## src/rtl/glitch_filter.sv

```systemverilog
// Per-channel glitch filter with registered edge pulses.
// A new value on sync_i must persist for FilterCycles consecutive cycles
// before level_o follows it. rise_o and fall_o pulse for one cycle, aligned
// with the level_o change.
//   clk_i   : clock
//   rst_i   : synchronous active-high reset
//   sync_i  : already-synchronized input level
//   level_o : filtered level
//   rise_o  : one-cycle pulse on a 0->1 change of level_o
//   fall_o  : one-cycle pulse on a 1->0 change of level_o
module glitch_filter #(
    parameter int unsigned FilterCycles = 4,
    parameter logic        ResetValue   = 1'b0
) (
    input  logic clk_i,
    input  logic rst_i,
    input  logic sync_i,
    output logic level_o,
    output logic rise_o,
    output logic fall_o
);

    localparam int unsigned     CntW    = $clog2(FilterCycles + 1);
    localparam logic [CntW-1:0] CntLast = CntW'(FilterCycles - 1);

    logic            level_q;
    logic [CntW-1:0] cnt_q;
    logic            rise_q;
    logic            fall_q;
    logic            differ;
    logic            expire;

    always_comb begin
        differ = 1'b0;
        expire = 1'b0;
        differ = (sync_i != level_q);
        expire = differ && (cnt_q == CntLast);
    end

    // The edge flops load from the same condition that updates level_q,
    // so each pulse lines up exactly with the level change.
    always_ff @(posedge clk_i) begin
        if (rst_i) begin
            level_q <= ResetValue;
            cnt_q   <= '0;
            rise_q  <= 1'b0;
            fall_q  <= 1'b0;
        end else begin
            rise_q <= expire & sync_i;
            fall_q <= expire & ~sync_i;
            if (!differ) begin
                cnt_q <= '0;
            end else if (expire) begin
                level_q <= sync_i;
                cnt_q   <= '0;
            end else begin
                cnt_q <= cnt_q + CntW'(1);
            end
        end
    end

    assign level_o = level_q;
    assign rise_o  = rise_q;
    assign fall_o  = fall_q;

endmodule

```

## src/rtl/cdc_sync_filter.sv

```systemverilog
// Multi-channel synchronizer: each asynchronous input passes through a
// resettable flop chain, then a per-channel glitch filter with edge pulses.
// Channels are independent; not suitable for multi-bit buses.
//   clk_i   : the only clock
//   rst_i   : synchronous active-high reset
//   async_i : asynchronous inputs, one per channel
//   data_o  : filtered, synchronized levels
//   rise_o  : one-cycle pulse per channel on a 0->1 change of data_o
//   fall_o  : one-cycle pulse per channel on a 1->0 change of data_o
module cdc_sync_filter #(
    parameter int unsigned         SyncStages   = 2,
    parameter int unsigned         Channels     = 1,
    parameter int unsigned         FilterCycles = 4,
    parameter logic [Channels-1:0] ResetValue   = '0
) (
    input  logic                clk_i,
    input  logic                rst_i,
    input  logic [Channels-1:0] async_i,
    output logic [Channels-1:0] data_o,
    output logic [Channels-1:0] rise_o,
    output logic [Channels-1:0] fall_o
);

    if (SyncStages < 2) begin : g_bad_sync_stages
        $error("cdc_sync_filter: SyncStages must be >= 2");
    end
    if (Channels < 1) begin : g_bad_channels
        $error("cdc_sync_filter: Channels must be >= 1");
    end
    if (FilterCycles < 1) begin : g_bad_filter_cycles
        $error("cdc_sync_filter: FilterCycles must be >= 1");
    end

    // Stage 0 is the only flop fed by an asynchronous signal.
    (* ASYNC_REG = "TRUE" *) logic [Channels-1:0] sync_q [SyncStages];

    always_ff @(posedge clk_i) begin
        if (rst_i) begin
            for (int unsigned s = 0; s < SyncStages; s++) begin
                sync_q[s] <= ResetValue;
            end
        end else begin
            sync_q[0] <= async_i;
            for (int unsigned s = 1; s < SyncStages; s++) begin
                sync_q[s] <= sync_q[s-1];
            end
        end
    end

    for (genvar c = 0; c < Channels; c++) begin : g_chan
        glitch_filter #(
            .FilterCycles (FilterCycles),
            .ResetValue   (ResetValue[c])
        ) u_filter (
            .clk_i   (clk_i),
            .rst_i   (rst_i),
            .sync_i  (sync_q[SyncStages-1][c]),
            .level_o (data_o[c]),
            .rise_o  (rise_o[c]),
            .fall_o  (fall_o[c])
        );
    end

endmodule

```

## config.mk

```make
export PLATFORM = sky130hd
export DESIGN_NAME = cdc_sync_filter
export DESIGN_NICKNAME = d
export VERILOG_FILES = /design/src/rtl/glitch_filter.sv /design/src/rtl/cdc_sync_filter.sv
export SDC_FILE = /design/constraint.sdc
export NUM_CORES = 1
export LEC_CHECK = 0
export ABC_AREA = 0
export BUFFER_PORTS_ARGS = -buffer_cell sky130_fd_sc_hd__buf_2
export CORE_AREA = 2 2 39 41
export CTS_BUF_LIST = sky130_fd_sc_hd__clkbuf_16
export DETAILED_ROUTE_END_ITERATION = 8
export DIE_AREA = 0 0 41 43
export GPL_TIMING_DRIVEN = 1
export PLACE_DENSITY = 0.47
export SLEW_MARGIN = 20
export SYNTH_ARGS = -nofsm -noshare
export SYNTH_HDL_FRONTEND = slang
export SYNTH_SLANG_ARGS = --single-unit
```

## constraint.sdc

```tcl
create_clock -name clk_i -period 1.59 [get_ports clk_i]
set_clock_uncertainty 0.05 [all_clocks]
set_input_delay 0.3975 -clock clk_i [delete_from_list [all_inputs] [get_ports clk_i]]
set_output_delay 0.3975 -clock clk_i [all_outputs]
set_load 0.01 [all_outputs]
```

==> impl_metrics.tcl, run 1 <==
set metrics [dict create \
    ant_nets 0 \
    avgSynthCellArea_um2 13.2 \
    cp_cell_sequence "buf_2" \
    dp_slack_ns 0.393 \
    grt_start_max_net_pins 9 \
    cts_resized 0 \
    arrival_ns 0.76 \
    clock_path_buffers 2 \
    drive_gt1_share_pct 37.9 \
    syn_area_um2 277 \
    synth_cell_types 10 \
    setup_ws_ns 0.379 \
    ff2ff_setup_slack_ns 0.41 \
    ys.flop_type "dfxtp_1" \
    root_buffer "clkbuf_16" \
    num_vias 175 \
    avgViaCountPerCell 3.89 \
    routabilityCongestion 0.648 \
    critPathBufInv 1 \
    rows 14 \
    h-tree-depth 1 \
    antenna_found_initial 0 \
    synth_most_common_cell "dfxtp_1" \
    wl_um 381 \
    status "complete, no violations" \
    hold_viol 0 \
    async_flop_share_pct 0 \
    area_growth_pct 43.4 \
    synth-seq-cells 8 \
    synth_top_area_share_pct 57.9 \
    cp_top_family "flip-flops" \
    first_pass_iters 1 \
    start_util_pct 20.0 \
    ios 6 \
    post-cts-setup-buffer-count 0 \
    antenna_cells 0 \
    cts_buffers 3 \
    nets 36 \
    fp.dieH_um 43 \
    finalMaxSlewViolations 0 \
    maxCapViolations 0 \
    yosys_warnings 0 \
    synth-edff-count 0 \
    drtIter0Drc 0 \
    drc 0 \
    critPathMaxStageDelay_ns 0.38 \
    maxSlewHeadroom_pct 80.7 \
    worstPathMaxFanout 5 \
    grt.total_usage_pct 6.75 \
    yosysTopAreaCell "dfxtp_1" \
    hold_path.class "input pin to flip-flop" \
    peakVddDrop_mv 0.572 \
    ys_seq_area_share_pct 57.9 \
    io_buffers 5 \
    synthesis.nets 26 \
    worst_ep_required_time_ns 1.14 \
    rsz0062_at_grt "no" \
    final_cell_area_um2 397 \
    min_period_over_period_pct 76.2 \
    worst_pin_slew_ns 0.288 \
    worstSetupEndpointType "output pin" \
    power.leakage_nw 0.162 \
    hold_buffers 0 \
    cts_num_sinks 8 \
    setup_tns_ns 0 \
    coreArea_mm2 0.00138 \
    setup_viol 0 \
    critPathLaunchType "flip-flop" \
    die_w_um 41 \
    fmax_ghz 0.826 \
    placed_area_um2 322 \
    path_class "flip-flop to output pin" \
    slowest_stage "dfxtp_1" \
    grt_pass1_vias 176 \
    clk_pin_slew_worst_paths_ns 0.04 \
    grt_pass1_wl_um 752 \
    ys_top_cells_by_area "dfxtp_1, and4bb_2, ha_1" \
    layout_min_cycle_time_ns 1.21 \
    clk-insertion-delay-late_ns 0.23 \
    ys_top_cells_by_count "dfxtp_1, and4bb_2, ha_1, nor2b_1, nor4_1" \
    cts_tree "done" \
    wire_per_inst_um 8.47 \
    overflow 0 \
    die_area_mm2 0.00176 \
    dp_hpwl_um 289 \
    synthCells 21 \
    power.density_mw_per_mm2 1580 \
]
-- report_power, final --
part | switching (mW) | internal (mW) | total [mW] | leakage [nW]
registers | 0.00163 | 0.205 | 0.207 | 0.0649
clock network | 0.0879 | 0.323 | 0.411 | 0.0370
logic | 0.00449 | 0.00509 | 0.00957 | 0.0602
-- cells by family (layout without fill, tap and decap cells) --
kind of cell	Yosys count	in the layout	synth area share, %
xor+xnor	1	1	3.17
fa+ha+maj	2	2	9.05
buf+inv	1	9	1.36
flops	8	8	57.9
mux	1	1	3.62
simple gates	8	8	24.9
-- cell usage in the layout (no fill, tap or decap) --
cell,n
and4bb_2,2
buf_2,5
clkbuf_16,3
dfxtp_1,8
ha_1,2
inv_1,1
mux2i_1,1
nor2_1,1
nor2b_1,2
nor4_1,2
nor4b_2,1
xnor2_1,1
-- worst paths after layout --
path                                     from                     endpoint  depth (start not counted)
setup reg to reg  g_chan[0].u_filter.cnt_q[0]  g_chan[0].u_filter.cnt_q[0]                          3
hold reg to reg   g_chan[0].u_filter.cnt_q[0]  g_chan[0].u_filter.cnt_q[0]                          1
setup / recovery   g_chan[0].u_filter.level_o                       data_o                          1
hold / removal                        async_i                 sync_q[0][0]                          2
-- registers in the layout, indices dropped and copies added, names as in the netlist --
signal                   flops
g_chan.u_filter.cnt_q        3
sync_q                       2
g_chan.u_filter.rise_o       1
g_chan.u_filter.fall_o       1
g_chan.u_filter.level_o      1
-- final cells by class --
| class | count | area (um2) |
|---|---|---|
| clock buffers | 3 | 75.1 |
| well taps | 16 | 20.0 |
| fillers | 153 | 987 |
| inverters | 1 | 3.75 |
| multi-input cells | 12 | 113 |
| flip-flops and latches | 8 | 160 |
| repair buffers | 5 | 25.0 |
-- through the flow --
step                std cells  power (mW)  hold slack [ns]  utilization [%]
floorplan                  21       0.214            0.354                -
global placement           42       0.219            0.370             23.2
detailed placement         42       0.220            0.388             23.2
CTS                        45       0.638            0.330             28.7
global route               45       0.661            0.369             28.7
finish                     45       0.627            0.331             28.7
-- routing by layer --
metal  GRT usage [%]  vias to the layer above  wire, um
met5               0                        -         0
met4            2.00                        0         0
met3            6.28                        0        19
met2            8.13                        3       197
met1            8.47                       81       164
li1                -                       91         -
No activity file was read; power rests on OpenSTA's default activity.
==> inputs of run 2 (changes only) <==
Settings changed: PLACE_DENSITY 0.47 to 0.48.
Clock period 1.59 ns to 1.1 ns, I/O delays scaled along.
==> impl_metrics.tcl, run 2 (same netlist as run 1, synthesis figures left out) <==
set metrics [dict create \
    status "complete, no violations" \
    drc 0 \
    area_growth_pct 57.0 \
    clk_pin_slew_worst_paths_ns 0.04 \
    start_util_pct 20.0 \
    placed_area_um2 324 \
    finalMaxSlewViolations 0 \
    wire_per_inst_um 10.4 \
    antenna_found_initial 0 \
    die_area_mm2 0.00176 \
    sequentialPowerShare_pct 32.7 \
    final_cells 45 \
    min_period_over_period_pct 96.5 \
    worstPathMaxFanout 6 \
    grt.total_usage_pct 7.05 \
    n_fill_cell 148 \
    clock_path_buffers 2 \
    cts_num_sinks 8 \
    nets 36 \
    grt_pass1_vias 188 \
    power.density_mw_per_mm2 2110 \
    clk-insertion-delay-late_ns 0.23 \
    ant_nets 0 \
    slowest_stage "dfxtp_2" \
    worstSetupEndpointType "flip-flop" \
    wl_um 466 \
    fmax_ghz 0.942 \
    overflow 0 \
    cts_buffers 3 \
    internal_power_mw 0.772 \
    layout_min_cycle_time_ns 1.06 \
    hold_path.class "input pin to flip-flop" \
    final_cell_area_um2 434 \
    h-tree-depth 1 \
    worst_pin_slew_ns 0.408 \
    largest_reg_flops 3 \
    critPathLaunchType "flip-flop" \
    ios 6 \
    drive_gt1_share_pct 55.2 \
    antenna_cells 0 \
    num_vias 188 \
    peakVddDrop_mv 1.59 \
    sw_frac_of_total_pct 15.6 \
    maxCapViolations 0 \
    path_class "flip-flop to flip-flop" \
    io_buffers 5 \
    switchingPower_mw 0.143 \
    setup_viol 0 \
    regMostFlops "g_chan.u_filter.cnt_q" \
    root_buffer "clkbuf_16" \
    maxSlewHeadroom_pct 72.6 \
    cts_tree "done" \
    clockPowerShare_pct 65.5 \
    grt_start_max_net_pins 9 \
    critPathMaxStageDelay_ns 0.32 \
    post-cts-setup-buffer-count 0 \
    dp.cells 42 \
    setup_tns_ns 0 \
    hold_viol 0 \
    dp_hpwl_um 306 \
    pwr-share-comb_pct 1.8 \
    grt_pass1_wl_um 752 \
    timing.hold.ws_ns 0.213 \
    coreArea_mm2 0.00138 \
    drtIter0Drc 0 \
    power.leakage_nw 0.162 \
    cp_cell_sequence "ha_4, ha_4, nor4_1" \
    rows 14 \
    worst_ep_required_time_ns 1.18 \
    first_pass_iters 1 \
    avgViaCountPerCell 4.18 \
    top_regs "g_chan.u_filter.cnt_q (3), sync_q (2)" \
    final_cell_mix "dfxtp_1, buf_2, clkbuf_16, dfxtp_2" \
    die_w_um 41 \
    arrival_ns 1.14 \
    fp.dieH_um 43 \
    fin_util_pct 31.4 \
    worst_path_most_repeated_cell "ha_4" \
    routabilityCongestion 0.624 \
    rsz0062_at_grt "yes" \
]
## run 2: final cells by class
type,instances,area [um2],area share [%]
flip-flops and latches,8,164,37.8
inverters,1,3.75,0.865
clock buffers,3,75.1,17.3
repair buffers,5,25.0,5.76
well taps,16,20.0,4.61
multi-input cells,12,146,33.7
## run 2: per-stage QoR
| stage | power (mW) | setup slack [ns] |
|---|---|---|
| floorplan | 0.309 | 0.0440 |
| global placement | 0.317 | 0.000105 |
| detailed placement | 0.318 | -0.0374 |
| CTS | 0.928 | 0.00104 |
| global route | 0.948 | -0.0252 |
| finish | 0.915 | 0.0386 |
## run 2: repair_timing
| item | CTS | global route |
|---|---|---|
| pin swaps | 0 | 2 |
| gates cloned | 0 | 0 |
| gates resized for setup | 2 | 5 |
| hold buffers | 0 | 0 |
| endpoints found under the setup margin | 6 | 5 |
## run 2: critical path: cells and delay by family, from the launching register on
family / cells / cell delay (ns)
adders and majority gates: 2 / 0.34
DFF: 1 / 0.32
and+or+nand+nor: 1 / 0.25
## run 2: layer usage
| layer | track usage, % | share of wire, % | wire length (um) |
|---|---|---|---|
| met1 | 7.14 | 45 | 210 |
| met3 | 6.28 | 3.9 | 18 |
| met2 | 8.44 | 51 | 236 |
| met5 | 0 | 0 | 0 |
| met4 | 6.00 | 0 | 0 |
## run 2: final timing paths
kind	startpoint	end	slack, ns	cells after the start
max	g_chan[0].u_filter.cnt_q[0]	g_chan[0].u_filter.cnt_q[0]	0.04	3
min	async_i	sync_q[0][0]	0.21	2
min reg2reg	sync_q[0][0]	sync_q[0][1]	0.38	1
max reg2reg	g_chan[0].u_filter.cnt_q[0]	g_chan[0].u_filter.cnt_q[0]	0.04	3
## run 2: power by group through the flow
stage,Combinational (mW),Sequential (mW),Clock (mW)
floorplan,0.00680,0.303,0
detailed placement,0.0146,0.303,0
global placement,0.0138,0.303,0
finish,0.0166,0.299,0.599
global route,0.0192,0.300,0.629
CTS,0.0146,0.299,0.615
